$ cat src/rtl/timer_counter.sv
// Memory-mapped programmable down-counter with one-shot / auto-reload modes.
// CTRL = {IM, Mode[1:0], Enable}; irq = latched terminal-count flag gated by IM.
//   state | meaning
//   IDLE  | COUNT holds; waits for Enable
//   LOAD  | COUNT <= PRESET
//   CNT   | counting down toward terminal count
//   INT   | terminal count reached; reload (Mode 1) or stop (other modes)
module timer_counter #(
  parameter int CTRL_BITS = 4
) (
  input  logic        clk,
  input  logic        reset,
  input  logic [1:0]  addr,
  input  logic        we,
  input  logic [31:0] din,
  output logic [31:0] dout,
  output logic        irq
);

  typedef enum logic [1:0] {IDLE, LOAD, CNT, INT} state_t;

  state_t                 state;
  logic [CTRL_BITS-1:0]   ctrl;
  logic [31:0]            preset;
  logic [31:0]            count;
  logic                   irq_flag;

  logic enable;
  logic auto_reload;

  assign enable      = ctrl[0];
  assign auto_reload = (ctrl[2:1] == 2'b01);
  assign irq         = irq_flag & ctrl[3];

  always_comb begin
    dout = 32'd0;
    case (addr)
      2'd0:    dout = {{(32-CTRL_BITS){1'b0}}, ctrl};
      2'd1:    dout = preset;
      2'd2:    dout = count;
      default: dout = 32'd0;
    endcase
  end

  always_ff @(posedge clk) begin
    if (reset) begin
      state    <= IDLE;
      ctrl     <= '0;
      preset   <= 32'd0;
      count    <= 32'd0;
      irq_flag <= 1'b0;
    end else begin
      case (state)
        IDLE: begin
          if (enable) state <= LOAD;
        end
        LOAD: begin
          count <= preset;
          state <= CNT;
        end
        CNT: begin
          if (!enable) begin
            state <= IDLE;
          end else if (count > 32'd1) begin
            count <= count - 32'd1;
          end else begin
            count    <= 32'd0;
            state    <= INT;
            irq_flag <= 1'b1;
          end
        end
        INT: begin
          if (auto_reload) begin
            irq_flag <= 1'b0;
            state    <= LOAD;
          end else begin
            ctrl[0] <= 1'b0;
            state   <= IDLE;
          end
        end
        default: state <= IDLE;
      endcase

      // CPU writes are applied last so they override same-edge FSM updates.
      if (we) begin
        case (addr)
          2'd0: begin
            ctrl     <= din[CTRL_BITS-1:0];
            irq_flag <= 1'b0;
          end
          2'd1: begin
            preset   <= din;
            irq_flag <= 1'b0;
          end
          default: ;
        endcase
      end
    end
  end

endmodule
$ cat config.mk
export PLATFORM = sky130hd
export DESIGN_NAME = timer_counter
export DESIGN_NICKNAME = d
export VERILOG_FILES = /design/src/rtl/timer_counter.sv
export SDC_FILE = /design/constraint.sdc
export NUM_CORES = 1
export LEC_CHECK = 0
export ABC_AREA = 1
export ABC_CLOCK_PERIOD_IN_PS = 2600
export CORE_AREA = 2 2 90 92
export CTS_CLUSTER_DIAMETER = 100
export DETAILED_ROUTE_END_ITERATION = 6
export DIE_AREA = 0 0 92 94
export GPL_ROUTABILITY_DRIVEN = 1
export PLACE_DENSITY = 0.83
export REMOVE_ABC_BUFFERS = 1
export SLEW_MARGIN = 25
export SYNTH_ARGS = -nofsm -noshare
export SYNTH_HDL_FRONTEND = slang
export SYNTH_SLANG_ARGS = --single-unit
$ cat constraint.sdc
create_clock -name clk -period 2.6 [get_ports clk]
set_input_delay 0.39 -clock clk [delete_from_list [all_inputs] [get_ports clk]]
set_output_delay 0.39 -clock clk [all_outputs]
set_load 0.02 [all_outputs]
==> impl_metrics.tcl <==
set metrics [dict create \
    die_span_in_y_um 94 \
    maxSlewHeadroom_pct 64.2 \
    critPathMaxFanout 3 \
    post_synth_xor_area_fraction_pct 1.74 \
    synth_seq_area_share_pct 35.4 \
    numnets_final 717 \
    antenna-diode-count 0 \
    start_util_pct 52.8 \
    cts_resized 0 \
    tritoncts_buffer_count 9 \
    horizontal_extent_of_the_die_um 92 \
    synth_top_cells_by_area "sky130_fd_sc_hd__dfxtp_1, sky130_fd_sc_hd__o21ai_0, sky130_fd_sc_hd__a21oi_1" \
    worst_r2r_endpoint "count[19]" \
    min-delay-path-class "register to register" \
    grt_util_met2_pct 49.1 \
    timing.rr.start "count[0]" \
    worst_slack_ns 0.141 \
    asyncSetResetFlopFracSynth_pct 0 \
    count_of_standard_cell_rows 32 \
    drt_first_pass_iters 7 \
    global_route.peak_usage_layer "met2" \
    instance_area_after_placement_um2 4800 \
    hpwlAfterDp_mm 7.89 \
    worstRegToRegCells 10 \
    static-leakage-power_nw 2.49 \
    htreeDepth 3 \
    final_min_period_over_clock_period_pct 94.6 \
    mappedNetlistArea_um2 4020 \
    rsz0062_at_grt "no" \
    grtUsageMet1_pct 31.0 \
    worst-slew-pin-transition_ns 0.536 \
    drv_slew 0 \
    detail_route.drc_violations 0 \
    clock-skew-final_ns 0.00571 \
    grt_remaining_overflow 0 \
    dpl_worst_slack_ns 0.0539 \
    yosysTopAreaCellShare_pct 35.4 \
    synth_enable_flop_cells 0 \
    synth.avg_cell_area_um2 6.53 \
    clock_tree_root_buffer_cell "sky130_fd_sc_hd__clkbuf_8" \
    synth_fa_ha_area_share_pct 0.623 \
    holdBufCountCts 0 \
    drt_iter0_markers 183 \
    complex_gate_fraction_of_the_synthesized_area_pct 28.5 \
    max_cap_viol_count 0 \
    final_hold_slack_ns 0.469 \
    status "finished clean" \
    grt_pass1_wl_mm 18.7 \
    holdPathEnd "preset[19]" \
    clkSlewWorstSetupHoldPaths_ns 0.07 \
    boundaryPins 70 \
    synthMuxAreaShare_pct 0 \
    finish.instance_area_um2 5060 \
    via_count_of_the_first_global_routing_pass 4210 \
    synth_top_cell_by_area "sky130_fd_sc_hd__dfxtp_1" \
    min-delay-start "preset[19]" \
    design.core.area_um2 7610 \
    synth.most_common_cell "sky130_fd_sc_hd__o21ai_0" \
    postRouteAntennaNets 0 \
    wl_per_cell_um 14.3 \
    worst_hold_path.num_cells 2 \
    final_layout_size_suffix_gt1_share_pct 7.17 \
    final_sum_of_negative_setup_slack_ns 0 \
    ys_seq_elements 71 \
    finalCoreUtilization_pct 66.5 \
    post_drt_via_cell_ratio 5.52 \
    finalWirelength_mm 11.3 \
    critPathLaunchType "input port" \
    final_cells 785 \
    tot_pwr_mw 3.36 \
    category_of_the_critical_setup_timing_path "input port to output pin" \
    timing.final.crit_period_ns 2.46 \
    critPathCaptureType "output pin" \
    gpl.final_weighted_congestion 0.884 \
    setup_viol 0 \
    synth_simple_gate_area_share_pct 21.7 \
    numClockSinks 71 \
    global_route.usage.met3_pct 5.86 \
    yosys_warn_count 0 \
    postSynthCellCount 615 \
    critical_path_required_ns 2.21 \
    fill_cells 657 \
    die_area_um2 8650 \
    timing.critical_path.arrival_ns 2.07 \
    clock_insertion_delay_worst_skew_ns 0.35 \
    vdd_drop_max_mv 0.324 \
    pin_count_of_the_biggest_net_entering_global_routing 39 \
    number_of_placed_instances_taps_included 769 \
    synth-main-ff-cell "sky130_fd_sc_hd__dfxtp_1" \
    antenna_found_initial 0 \
    cts.path.max_buffers 2 \
    cts_tree "built" \
    setup.reg_to_reg.worst_slack_ns 0.55 \
    syn2layout_area_growth_pct 26.0 \
    postCtsSetupRepairBufs 0 \
    hold_viol_final 0 \
    route.vias.total 4332 \
    cellPowerDensity_nw_per_um2 663 \
    synth_common_cells "sky130_fd_sc_hd__o21ai_0, sky130_fd_sc_hd__inv_1, sky130_fd_sc_hd__nand2_1" \
    max_freq_ghz 0.407 \
    synth_top_family_by_area "compound AO/OA/AOI/OAI gates" \
    grtUsageTotal_pct 26.5 \
    library_cells_used_by_synthesis 27 \
    port_buffers 69 \
]
## kinds of logic (layout without fill, tap and decap cells)
kind of cell	count (synthesis)	in the layout
fa+ha+maj	2	2
xor+xnor	8	8
flops	71	71
buf+inv	122	190
simple gates	194	194
compound gates	218	218
## how the worst max path moves through the flow
stage	from	to	slack, ns	cells after the start
3_5_place_dp	addr[0]	dout[31]	0.05	7
2_1_floorplan	addr[0]	preset[0]	0.67	5
6_report	addr[0]	dout[3]	0.14	6
5_1_grt	addr[0]	dout[1]	0.04	7
4_1_cts	addr[0]	dout[31]	0.05	7
3_3_place_gp	addr[0]	dout[25]	0.12	7
## cells in the final DEF, fill, tap and decap left out, types with 2 or more instances in the layout
cell type	count
sky130_fd_sc_hd__o21ai_0	114
sky130_fd_sc_hd__inv_1	90
sky130_fd_sc_hd__nand2_1	83
sky130_fd_sc_hd__dfxtp_1	71
sky130_fd_sc_hd__a21oi_1	69
sky130_fd_sc_hd__nor2_1	58
sky130_fd_sc_hd__clkdlybuf4s50_1	41
sky130_fd_sc_hd__o22ai_1	28
sky130_fd_sc_hd__dlymetal6s2s_1	28
sky130_fd_sc_hd__nand3_1	27
sky130_fd_sc_hd__buf_4	14
sky130_fd_sc_hd__clkbuf_8	10
sky130_fd_sc_hd__xor2_1	8
sky130_fd_sc_hd__nor2_2	6
sky130_fd_sc_hd__nand2_2	5
sky130_fd_sc_hd__nor2_4	5
sky130_fd_sc_hd__nand4_1	5
sky130_fd_sc_hd__o221ai_1	4
sky130_fd_sc_hd__nand3_2	3
sky130_fd_sc_hd__clkinv_2	3
sky130_fd_sc_hd__ha_1	2
sky130_fd_sc_hd__clkbuf_1	2
## power by group
| part | switching, mW | internal, mW | total, mW | leakage [nW] |
|---|---|---|---|---|
| Combinational | 0.783 | 0.423 | 1.21 | 1.81 |
| Sequential | 0.0905 | 1.18 | 1.27 | 0.580 |
| Clock | 0.419 | 0.466 | 0.884 | 0.100 |
| Total | 1.29 | 2.07 | 3.36 | 2.49 |
## cell type report
cell class | count | area [µm²] | area share, %
multi-input cells | 422 | 2110 | 41.8
flip-flops and latches | 71 | 1420 | 28.1
repair buffers | 83 | 866 | 17.1
inverters | 91 | 342 | 6.75
well taps | 102 | 128 | 2.52
clock buffers | 12 | 145 | 2.87
clock inverters | 4 | 45.0 | 0.890
## worst max-delay path, cell delays in order
cell,delay [ns]
sky130_fd_sc_hd__clkdlybuf4s50_1,0.51
sky130_fd_sc_hd__inv_1,0.06
sky130_fd_sc_hd__nor2_1,0.13
sky130_fd_sc_hd__inv_1,0.09
sky130_fd_sc_hd__o221ai_1,0.23
sky130_fd_sc_hd__clkdlybuf4s50_1,0.66
## state kept, by name, summed over array words and instances, names as in the netlist
register and flops:
count 32, preset 32, irq_flag 1, ctrl 4, state 2
## routing by layer
layer  part of all wire (%)  routed length, µm
met4                   0.95                107
met3                    5.3                594
met2                     50               5640
met1                     44               4910
met5                      0                  0
Note: power is estimated with default switching activity, not from simulation.
==> patch, RTL diff (same flow settings) <==
Re-encode `state_t` (4 states) as one-hot, 4 bits wide.
--- a/src/rtl/timer_counter.sv
+++ b/src/rtl/timer_counter.sv
@@ -18,5 +18,5 @@
 );
 
-  typedef enum logic [1:0] {IDLE, LOAD, CNT, INT} state_t;
+  typedef enum logic [3:0] {IDLE = 4'b0001, LOAD = 4'b0010, CNT = 4'b0100, INT = 4'b1000} state_t;
 
   state_t                 state;
Function: same outputs for any inputs over 4 cycles, from zero or initial values and one cycle with reset high; so few cycles prove little.
==> patch against the original RTL <==
Count of clock-buffer cells in the layout shrank 2; clock power grew 36%; setup slack worse by 0.036 ns; area after synthesis up 6.0%; total power grew 23%; final cell count increased by 3.3%; sequential share of layout area fell by 1.0 points; sequential power hardly changed; core utilization is 4.5 points higher; routed wire length is 0.19% lower; cell area increased by 6.8%; highest routed layer unchanged; sequential cell count increased by 2.
==> patch: results (changes against the original RTL) <==
The flow ran to the end, and the final reports show no timing, DRC or antenna violations. The HPWL after detailed placement is 8.03 mm (+1.8%), and the synthesized-area fraction occupied by xor and xnor cells is 0.0329 (+0.0155). Net switching power: 1.58 mW (+22%).

The worst setup slack for register-to-register paths was 0.58 ns (+0.03 ns); the fraction of layout instances using a drive strength above 1 was 0.0860 (+0.0143). The logs give 796 (+3.5%) for the number of cells after detailed placement and 73 (+2.8%) for the number of sequential cells. The worst hold path terminates at preset[0]$_SDFFE_PP0P_.

The design area was 5410 sq um (+6.8%); the average instance area after synthesis was 6.64 sq um (+1.7%). The highest cell delay on the worst timing path is 0.63 ns (-0.03 ns), and the number of global-route vias before repair is 4109 (-2.4%). The area fraction in compound gates after synthesis came out at 0.266 (-0.0190). The combined area of the multi-input logic cells is 2240 sq um (+5.9%). The number of non-clock buffers in the layout is 84 (+1.2%). Yosys attributes the largest share of cell area to sky130_fd_sc_hd__dfxtp_1, sky130_fd_sc_hd__o21ai_0, sky130_fd_sc_hd__inv_1, sky130_fd_sc_hd__a21oi_1, sky130_fd_sc_hd__nand2_1. The inverter count of the layout excluding clock inverters was 111 (+22%).

The gate count after technology mapping came out at 641 (+4.2%). The weighted congestion at the end of routability-driven global placement is 0.887 (+0.26%). The maximum fanout count along the critical path is 13 (+10), and the worst hold-check slack is 0.476 ns (+0.00685 ns). The detail-routed net length per standard cell was 13.9 um (-3.4%); the max-slew headroom at the worst pin was 0.609 (-0.0322). For the filler cell count, the log shows 650 (-1.1%). The pin count of the biggest net entering global routing came out at 46 (+18%). The worst flop-to-flop path endpoint was count[7]$_SDFFE_PP0P_.

The count of multi-input combinational gates was 426 (+0.95%). The count of antenna diodes in the layout was 0 (unchanged); the leakage power of the design was 2.84 nW (+14%). The worst clock skew was 0.0121 ns (+0.00640 ns). In this run the most critical hold path is launched from preset[0]$_SDFFE_PP0P_.

The number of DRC violations after detailed-routing iteration 0 is 261 (+43%), and the post-placement cell area is 5070 sq um (+5.7%). The share of cell area taken by flip-flops and latches was 0.270 (-0.0105); the clock network area share was 0.0491 (+0.0115). The post-synthesis cell type count was 29 (+7.4%); the total power after layout was 4.14 mW (+23%). The non-clock buffering overhead in the final layout came out at 0.166 (-0.00533).

The run gives 744 (+3.8%) as the net total in the final layout. The logs give 0.262 (-0.00246) for the combined global-route utilization of all metal layers and 1.20 mW (+36%) for the clock network power. The adder and majority gate portion of the synthesized area works out to 0.00588 (-0.000352). The largest registers in the layout are count (32), preset (32).
patch: cell count changes after synthesis, moves of 3 or more:
cell                      delta
sky130_fd_sc_hd__a21oi_1     -3
sky130_fd_sc_hd__inv_1      +21
sky130_fd_sc_hd__nand2_1     -9
sky130_fd_sc_hd__nand3_1     +7
sky130_fd_sc_hd__nor2_1      -4
sky130_fd_sc_hd__nor2_4      +6
sky130_fd_sc_hd__nor3_1      +3
sky130_fd_sc_hd__o21ai_0     -6
sky130_fd_sc_hd__xor2_1      +8
patch: layer usage:
metal / vias up / share of wire / track usage
met5: - / 0 / 0
li1: 2225 / - / -
met4: 0 / 0.012 / 0.0684
met3: 17 / 0.055 / 0.0393
met1: 2074 / 0.44 / 0.342
met2: 151 / 0.49 / 0.455
patch: how the worst max path moves through the flow:
stage | to | slack [ns]
after floorplan | preset[0]$_SDFFE_PP0P_ | 0.64
after global placement | dout[3] | 0.11
after detailed placement | dout[18] | 0.03
after CTS | dout[18] | 0.002
after global routing | dout[9] | 0.007
final | dout[9] | 0.11
